<file path="config.mk">
export PLATFORM = sky130hd
export DESIGN_NAME = platform_manager
export DESIGN_NICKNAME = d
export VERILOG_FILES = /design/src/rtl/platform_pkg.sv /design/src/rtl/platform_lfsr.sv /design/src/rtl/platform_manager.sv
export SDC_FILE = /design/constraint.sdc
export NUM_CORES = 2
export LEC_CHECK = 0
export CAP_MARGIN = 40
export CORE_MARGIN = 3
export CORE_UTILIZATION = 43
export CTS_CLUSTER_SIZE = 10
export DETAILED_ROUTE_END_ITERATION = 8
export PLACE_DENSITY = 0.66
export SLEW_MARGIN = 20
export SYNTH_ARGS = -nofsm -noshare
export SYNTH_HDL_FRONTEND = slang
export SYNTH_SLANG_ARGS = --single-unit
</file>
<file path="constraint.sdc">
create_clock -name Clk -period 23.3 [get_ports Clk]
set_clock_uncertainty 0.05 [all_clocks]
set_input_delay 3.495 -clock Clk [delete_from_list [all_inputs] [get_ports Clk]]
set_output_delay 3.495 -clock Clk [all_outputs]
set_load 0.01 [all_outputs]
</file>
<file path="src/rtl/platform_pkg.sv">
`default_nettype none
// ============================================================================
// Module      : platform_pkg
// Description : Shared types, screen constants, LFSR seed/taps and the
//               reset coordinate tables for the platform game-state engine.
// Revision    : 1.0 - initial release
// ============================================================================
package platform_pkg;

    typedef logic [9:0] coord_t;

    typedef enum logic [1:0] {
        ST_IDLE = 2'd0,
        ST_CALC = 2'd1,
        ST_SCAN = 2'd2,
        ST_DONE = 2'd3
    } state_t;

    localparam int          C_NUM_PLAT_DEF    = 16;
    localparam int          C_SCREEN_H_DEF    = 480;
    localparam int          C_X_MIN_DEF       = 64;
    localparam int          C_SCROLL_LINE_DEF = 200;
    localparam int          C_MAX_SCROLL_DEF  = 8;
    localparam int          C_PLAT_HW_DEF     = 4;
    localparam int          C_PLAT_HH_DEF     = 4;
    localparam logic [15:0] C_LFSR_SEED       = 16'hACE1;

    // Fibonacci LFSR, taps 16,15,13,4 (bits 15,14,12,3), shifting left.
    function automatic logic [15:0] lfsr_next(input logic [15:0] v);
        return {v[14:0], v[15] ^ v[14] ^ v[12] ^ v[3]};
    endfunction

    function automatic coord_t reset_x(input int i, input int xmin);
        return coord_t'(xmin + ((i * 97) & 511));
    endfunction

    function automatic coord_t reset_y(input int i);
        return coord_t'(i * 30);
    endfunction

endpackage
`default_nettype wire

</file>
<file path="src/rtl/platform_lfsr.sv">
`default_nettype none
// ============================================================================
// Module      : platform_lfsr
// Description : 16-bit Fibonacci LFSR with load-on-reset seed and enable.
//               Exposes only the low OUT_W bits consumed by the caller.
// Ports       : clk, rst (async, active-high), i_seed (reset value),
//               i_en (advance), o_value (low OUT_W bits of the state)
// Revision    : 1.0 - initial release
// ============================================================================
module platform_lfsr
    import platform_pkg::*;
#(
    parameter int OUT_W = 9
) (
    input  logic             clk,
    input  logic             rst,
    input  logic [15:0]      i_seed,
    input  logic             i_en,
    output logic [OUT_W-1:0] o_value
);

    logic [15:0] r_lfsr;

    always_ff @(posedge clk or posedge rst) begin
        if (rst) begin
            r_lfsr <= i_seed;
        end else if (i_en) begin
            r_lfsr <= lfsr_next(r_lfsr);
        end
    end

    assign o_value = r_lfsr[OUT_W-1:0];

endmodule
`default_nettype wire

</file>
<file path="src/rtl/platform_manager.sv">
`default_nettype none
// ============================================================================
// Module      : platform_manager
// Description : Per-frame platform engine. On each frame strobe it scrolls
//               the platform slots, respawns slots falling off the bottom,
//               tests for ball landing and publishes a frame-stable set.
// Ports       : Clk, Reset (async, active-high), frame_clk (async strobe),
//               BallX/BallY/Ball_size/ball_falling (ball state),
//               PlatX/PlatY (published coords, 10 bits per slot),
//               scroll_amt, land, land_y, score, done, overrun
// Revision    : 1.0 - initial release
// ============================================================================
module platform_manager
    import platform_pkg::*;
#(
    parameter int NUM_PLAT    = C_NUM_PLAT_DEF,
    parameter int SCREEN_H    = C_SCREEN_H_DEF,
    parameter int X_MIN       = C_X_MIN_DEF,
    parameter int SCROLL_LINE = C_SCROLL_LINE_DEF,
    parameter int MAX_SCROLL  = C_MAX_SCROLL_DEF,
    parameter int PLAT_HW     = C_PLAT_HW_DEF,
    parameter int PLAT_HH     = C_PLAT_HH_DEF
) (
    input  logic                  Clk,
    input  logic                  Reset,
    input  logic                  frame_clk,
    input  logic [9:0]            BallX,
    input  logic [9:0]            BallY,
    input  logic [9:0]            Ball_size,
    input  logic                  ball_falling,
    output logic [10*NUM_PLAT-1:0] PlatX,
    output logic [10*NUM_PLAT-1:0] PlatY,
    output logic [3:0]            scroll_amt,
    output logic                  land,
    output logic [9:0]            land_y,
    output logic [15:0]           score,
    output logic                  done,
    output logic                  overrun
);

    localparam int              C_KW          = (NUM_PLAT > 1) ? $clog2(NUM_PLAT) : 1;
    localparam logic [C_KW-1:0] C_K_LAST      = C_KW'(NUM_PLAT - 1);
    localparam logic [10:0]     C_SCREEN_H    = 11'(SCREEN_H);
    localparam logic [10:0]     C_HW          = 11'(PLAT_HW);
    localparam logic [10:0]     C_HH          = 11'(PLAT_HH);
    localparam coord_t          C_HH10        = 10'(PLAT_HH);
    localparam coord_t          C_X_MIN       = 10'(X_MIN);
    localparam coord_t          C_SCROLL_LINE = 10'(SCROLL_LINE);
    localparam coord_t          C_MAX_S10     = 10'(MAX_SCROLL);
    localparam logic [3:0]      C_MAX_S4      = 4'(MAX_SCROLL);

    // frame_clk synchroniser and rising-edge detect
    logic r_fs1, r_fs2, r_fs3;
    logic w_tick;

    state_t r_state, w_next;

    logic [8:0] w_rnd;

    coord_t r_bx, r_by, r_bs;
    logic   r_bfall;
    logic [3:0] r_s;
    logic [C_KW-1:0] r_k;
    logic   r_found;
    coord_t r_ly_work;

    logic [10*NUM_PLAT-1:0] r_wx, r_wy;
    logic [10*NUM_PLAT-1:0] r_px, r_py;
    logic [3:0]  r_scroll;
    logic        r_land, r_done, r_overrun;
    coord_t      r_land_y;
    logic [15:0] r_score;

    // per-slot datapath
    int unsigned w_base;
    coord_t      w_cur_x, w_cur_y, w_upd_x, w_upd_y, w_ly_cand;
    logic [10:0] w_ny;
    logic        w_wrap, w_hit;
    logic [10:0] w_bx, w_by, w_bs, w_x11, w_y11;
    coord_t      w_diff;
    logic [3:0]  w_s_calc;

    platform_lfsr #(
        .OUT_W (9)
    ) u_lfsr (
        .clk     (Clk),
        .rst     (Reset),
        .i_seed  (C_LFSR_SEED),
        .i_en    (1'b1),
        .o_value (w_rnd)
    );

    always_ff @(posedge Clk or posedge Reset) begin
        if (Reset) begin
            r_fs1 <= 1'b0;
            r_fs2 <= 1'b0;
            r_fs3 <= 1'b0;
        end else begin
            r_fs1 <= frame_clk;
            r_fs2 <= r_fs1;
            r_fs3 <= r_fs2;
        end
    end

    assign w_tick = r_fs2 & ~r_fs3;

    // ------------------------------------------------------------------ FSM
    always_ff @(posedge Clk or posedge Reset) begin
        if (Reset) begin
            r_state <= ST_IDLE;
        end else begin
            r_state <= w_next;
        end
    end

    always_comb begin
        w_next = r_state;
        case (r_state)
            ST_IDLE: if (w_tick) w_next = ST_CALC;
            ST_CALC: w_next = ST_SCAN;
            ST_SCAN: if (r_k == C_K_LAST) w_next = ST_DONE;
            ST_DONE: w_next = ST_IDLE;
            default: w_next = ST_IDLE;
        endcase
    end

    // ----------------------------------------------------- scroll amount
    always_comb begin
        w_s_calc = 4'd0;
        w_diff   = C_SCROLL_LINE - r_by;
        if (r_by < C_SCROLL_LINE) begin
            w_s_calc = (w_diff > C_MAX_S10) ? C_MAX_S4 : w_diff[3:0];
        end
    end

    // ----------------------------------------- slot update and landing test
    assign w_base  = 10 * 32'(r_k);
    assign w_cur_x = r_wx[w_base +: 10];
    assign w_cur_y = r_wy[w_base +: 10];
    assign w_ny    = {1'b0, w_cur_y} + {7'd0, r_s};
    assign w_wrap  = (w_ny >= C_SCREEN_H);
    assign w_upd_y = w_wrap ? 10'(w_ny - C_SCREEN_H) : w_ny[9:0];
    assign w_upd_x = w_wrap ? (C_X_MIN + {1'b0, w_rnd}) : w_cur_x;

    // Landing uses the post-update coordinates, all sums kept non-negative.
    assign w_bx  = {1'b0, r_bx};
    assign w_by  = {1'b0, r_by};
    assign w_bs  = {1'b0, r_bs};
    assign w_x11 = {1'b0, w_upd_x};
    assign w_y11 = {1'b0, w_upd_y};
    assign w_hit = r_bfall
                && (w_bx + w_bs + C_HW >= w_x11)
                && (w_x11 + C_HW + w_bs >= w_bx)
                && (w_by + w_bs + C_HH >= w_y11)
                && (w_y11 + C_HH >= w_by + w_bs);
    assign w_ly_cand = (w_upd_y >= C_HH10) ? (w_upd_y - C_HH10) : 10'd0;

    // ------------------------------------------------------------ datapath
    always_ff @(posedge Clk or posedge Reset) begin
        if (Reset) begin
            for (int i = 0; i < NUM_PLAT; i++) begin
                r_wx[i*10 +: 10] <= reset_x(i, X_MIN);
                r_wy[i*10 +: 10] <= reset_y(i);
                r_px[i*10 +: 10] <= reset_x(i, X_MIN);
                r_py[i*10 +: 10] <= reset_y(i);
            end
            r_bx      <= '0;
            r_by      <= '0;
            r_bs      <= '0;
            r_bfall   <= 1'b0;
            r_s       <= '0;
            r_k       <= '0;
            r_found   <= 1'b0;
            r_ly_work <= '0;
            r_scroll  <= '0;
            r_land    <= 1'b0;
            r_land_y  <= '0;
            r_score   <= '0;
            r_done    <= 1'b0;
            r_overrun <= 1'b0;
        end else begin
            r_done <= 1'b0;
            r_land <= 1'b0;
            // A tick arriving mid-frame is dropped; remember that it happened.
            if (w_tick && (r_state != ST_IDLE)) begin
                r_overrun <= 1'b1;
            end
            case (r_state)
                ST_IDLE: begin
                    if (w_tick) begin
                        r_bx    <= BallX;
                        r_by    <= BallY;
                        r_bs    <= Ball_size;
                        r_bfall <= ball_falling;
                    end
                end
                ST_CALC: begin
                    r_s     <= w_s_calc;
                    r_k     <= '0;
                    r_found <= 1'b0;
                end
                ST_SCAN: begin
                    r_wx[w_base +: 10] <= w_upd_x;
                    r_wy[w_base +: 10] <= w_upd_y;
                    if (w_wrap && (r_score != 16'hFFFF)) begin
                        r_score <= r_score + 16'd1;
                    end
                    // Lowest-index match wins.
                    if (w_hit && !r_found) begin
                        r_found   <= 1'b1;
                        r_ly_work <= w_ly_cand;
                    end
                    r_k <= r_k + C_KW'(1);
                end
                ST_DONE: begin
                    r_px     <= r_wx;
                    r_py     <= r_wy;
                    r_scroll <= r_s;
                    r_done   <= 1'b1;
                    r_land   <= r_found;
                    if (r_found) begin
                        r_land_y <= r_ly_work;
                    end
                end
                default: ;
            endcase
        end
    end

    assign PlatX      = r_px;
    assign PlatY      = r_py;
    assign scroll_amt = r_scroll;
    assign land       = r_land;
    assign land_y     = r_land_y;
    assign score      = r_score;
    assign done       = r_done;
    assign overrun    = r_overrun;

endmodule
`default_nettype wire
</file>
==> metrics <==
status complete, no violations; antenna violations before repair 3; crit end category flip-flop; area grow syn2layout 23.2%; Post-CTS Repair Setup Buffers 0; Initial Util a little over two fifths; register bit total from synthesis 744; Period Utilization, post-route 43.1%; area leader, netlist dfrtp_1; CTS tree done; Final Slew Violations 0; crit path max-delay cell type dfrtp_4; FF-to-FF setup slack ~13 ns; Synth Flop Type dfrtp_1; Yosys cell types 94; max-cap viol count 0; critical path's largest stage delay 0.87 ns; DR vias between 20,000 and 30,000; cell row count between 100 and 150; top cells by area, synth dfrtp_1 34%, dfstp_2 19%, mux2_2 15%; die area 0.0876 mm²; Endpoint, Worst Hold u_lfsr.r_lfsr[11]$_DFF_PP1_; RSZ-0062 raised after global routing false; Sink Count about 740; layout cells sized above 1 31.6%; Yosys top cell area share roughly 34%; Sw Ratio about 42%; post-route ant nets 0; GRT Residual Overflow 0; Synth Warn # 0; Req. time, crit path roughly 24 ns; WL per Instance between 20 and 30 µm; Hold WC Path Type flip-flop to flip-flop; Hold Path Origin u_lfsr.r_lfsr[10]$_DFF_PP1_; vias in the first global route 26,700; Worst VDD drop 88.4 µV; Vert. Die Dim 296 µm; port buffer count between 300 and 400; FMAX around 100 MHz; syn nets between 3,000 and 4,000; Routed WL about 130 mm; post-layout min period between 10 and 15 ns; Worst-Skew Late Latency approximately 0.66 ns; sequential share of power 29.5%; Bufs on Longest Clock Path 3; final-layout fill cell count 7,016; Post-synth EDFFs 0; Clk pwr share between 20% and 30%; cts-stage hold buffer count 0; I/O Pins approximately 390; Worst-Margin Slew around 1.2 ns; Pleak 19.1 nW; drt pass-1 iters 6; gpl congestion 1.02; pin count of the biggest net entering global routing about 190; critical path class flip-flop to flip-flop; cell-internal power about 0.0033 W; Slew HR between 20% and 30%; Total GRT Usage between 30 and 40%; Worst R2R End r_ly_work[6]$_DFFE_PP0P_; Comb power frac 48.0%; post-detail-place hpwl 102 mm; hold depth 0; first-pass GRT wire length 191 mm; final setup violation count 0; clk slew on worst S/H paths 0.06 ns; Nets between 3,000 and 4,000; Tot Pwr roughly 0.0057 W; H-tree Lvls 3; sequential share of the synthesized area 52.4%; Most Frequent Cell on Critical Path ha_1; nature of the critical path startpoint flip-flop; synthesized area between 0.03 and 0.04 mm²; Avg Inst Size Synth between 10 and 15 µm²; PD cells approximately 130 mW/mm²; Die W 296 µm; drc violations 0; CTS buffer count 87; core area just over 0.08 mm²; post-CTS resize count 0; CP arrival 10.51 ns; Post-synth ARST share 100%; post-synthesis cell count slightly below 3,000; Crit Path Max Fanout ~50; RR Startpoint r_k[0]$_DFFE_PP0P_; Reg2Reg Depth 35; P_sw 0.00241 W; DR vias/cell ~6.0; Clk Tree Root Cell clkbuf_16; setup_tns 0 ns; Final Hold Viols 0; DRT iter0 DRCs ~2,700
==> sequential cells by signal, summed over array words and instances, names as in the netlist, 10 cells and up <==
name           flops
r_by              10
PlatX            160
r_bs              10
r_wy             160
u_lfsr.r_lfsr     16
PlatY            160
r_wx             160
r_bx              10
score             16
land_y            10
r_ly_work         10
==> layout by cell type, fill, tap and decap left out, drive strengths merged, types with 48 or more instances in the layout <==
| cell | netlist | layout |
|---|---|---|
| inv | 79 | 80 |
| clkdlybuf4s50 | 0 | 386 |
| nor2 | 244 | 244 |
| buf | 40 | 101 |
| mux2 | 485 | 485 |
| dfrtp | 484 | 484 |
| ha | 111 | 111 |
| o21ai | 118 | 118 |
| nand2 | 215 | 215 |
| dfstp | 260 | 260 |
| xnor2 | 48 | 48 |
| mux4 | 93 | 93 |
| clkbuf | 73 | 145 |
| a21oi | 177 | 177 |
==> routing by layer <==
layer  track usage [%]  vias to the layer above  share of wire [%]
met5                 0                        -                  0
met4              13.7                        0                5.2
met3              8.15                      320                9.4
met2              47.4                     1358                 46
met1              39.0                    13900                 39
li1                  -                    11600                  -
==> critical path, delay by kind of cell, from the launching register on <==
kind,cells,cell delay [ns]
buffers and inverters,4,0.77
adder cells (fa/ha/maj),6,1.89
AO/OA/AOI/OAI,12,2.10
XOR/XNOR,1,0.13
multiplexers,4,1.93
AND/OR/NAND/NOR,8,2.14
flip-flops,1,0.87
==> logic make-up after synthesis <==
kind of cell,Yosys count,synth area share [%]
simple gates,659,8.13
mux,623,22.2
buf+inv,192,2.16
other cells,1,0.0104
fa+ha+maj,116,4.12
flops,744,52.4
compound gates,514,9.18
xor+xnor,73,1.82
==> how the worst max path moves through the flow <==
stage / startpoint / endpoint / cells past startpoint
global placement: r_k[0]$_DFFE_PP0P_ / r_ly_work[6]$_DFFE_PP0P_ / 34
finish: r_k[0]$_DFFE_PP0P_ / r_ly_work[6]$_DFFE_PP0P_ / 35
CTS: r_k[0]$_DFFE_PP0P_ / r_ly_work[6]$_DFFE_PP0P_ / 34
floorplan: Reset / PlatX[0]$_DFFE_PP0P_ / 1
detailed placement: r_k[0]$_DFFE_PP0P_ / r_ly_work[6]$_DFFE_PP0P_ / 34
global route: r_k[0]$_DFFE_PP0P_ / r_ly_work[6]$_DFFE_PP0P_ / 36
==> metrics by stage <==
| stage | utilization, % | cells | cell area (µm²) | setup WS [ns] | hold WS (ns) |
|---|---|---|---|---|---|
| 2_1_floorplan | - | 2922 | 36200 | 9.77 | 0.281 |
| 5_1_grt | 53.9 | 4522 | 44500 | 12.52 | 0.312 |
| 3_5_place_dp | 50.6 | 4360 | 41800 | 13.02 | 0.288 |
| 3_3_place_gp | 50.1 | 4317 | 41400 | 13.23 | 0.298 |
| 6_report | 53.9 | 4525 | 44600 | 13.26 | 0.305 |
| 4_1_cts | 53.8 | 4515 | 44400 | 13.00 | 0.307 |
==> cell usage after synthesis (19+ instances only) <==
| cell | instances |
|---|---|
| nand2_1 | 215 |
| o21ai_0 | 105 |
| clkbuf_1 | 73 |
| nand2b_1 | 21 |
| xor2_1 | 25 |
| nor3_1 | 41 |
| mux2_2 | 485 |
| a22oi_1 | 25 |
| xnor2_1 | 47 |
| mux4_2 | 93 |
| mux2i_1 | 42 |
| dfrtp_1 | 484 |
| a21o_1 | 19 |
| a21oi_1 | 174 |
| ha_1 | 111 |
| dfstp_2 | 260 |
| inv_1 | 77 |
| nand3_1 | 43 |
| nor2_1 | 244 |
==> power groups by stage <==
stage	Combinational (W)	Sequential (W)	Clock [W]
3_3_place_gp	0.00263	0.00169	0
3_5_place_dp	0.00266	0.00169	0
5_1_grt	0.00294	0.00169	0.00135
6_report	0.00273	0.00167	0.00128
4_1_cts	0.00268	0.00167	0.00130
2_1_floorplan	0.00172	0.00161	0
==> final cells by class <==
| class | instances | area, µm² | area share (%) |
|---|---|---|---|
| Antenna cell | 3 | 7.51 | 0.0169 |
| Clock buffer | 144 | 2460 | 5.53 |
| Clock inverter | 11 | 174 | 0.390 |
| Inverter | 79 | 300 | 0.674 |
| Multi-Input combinational cell | 1986 | 16500 | 37.0 |
| Sequential cell | 744 | 19000 | 42.5 |
| Tap cell | 1070 | 1340 | 3.01 |
| Timing Repair Buffer | 488 | 4830 | 10.8 |
No activity file was read; power rests on OpenSTA's default activity.
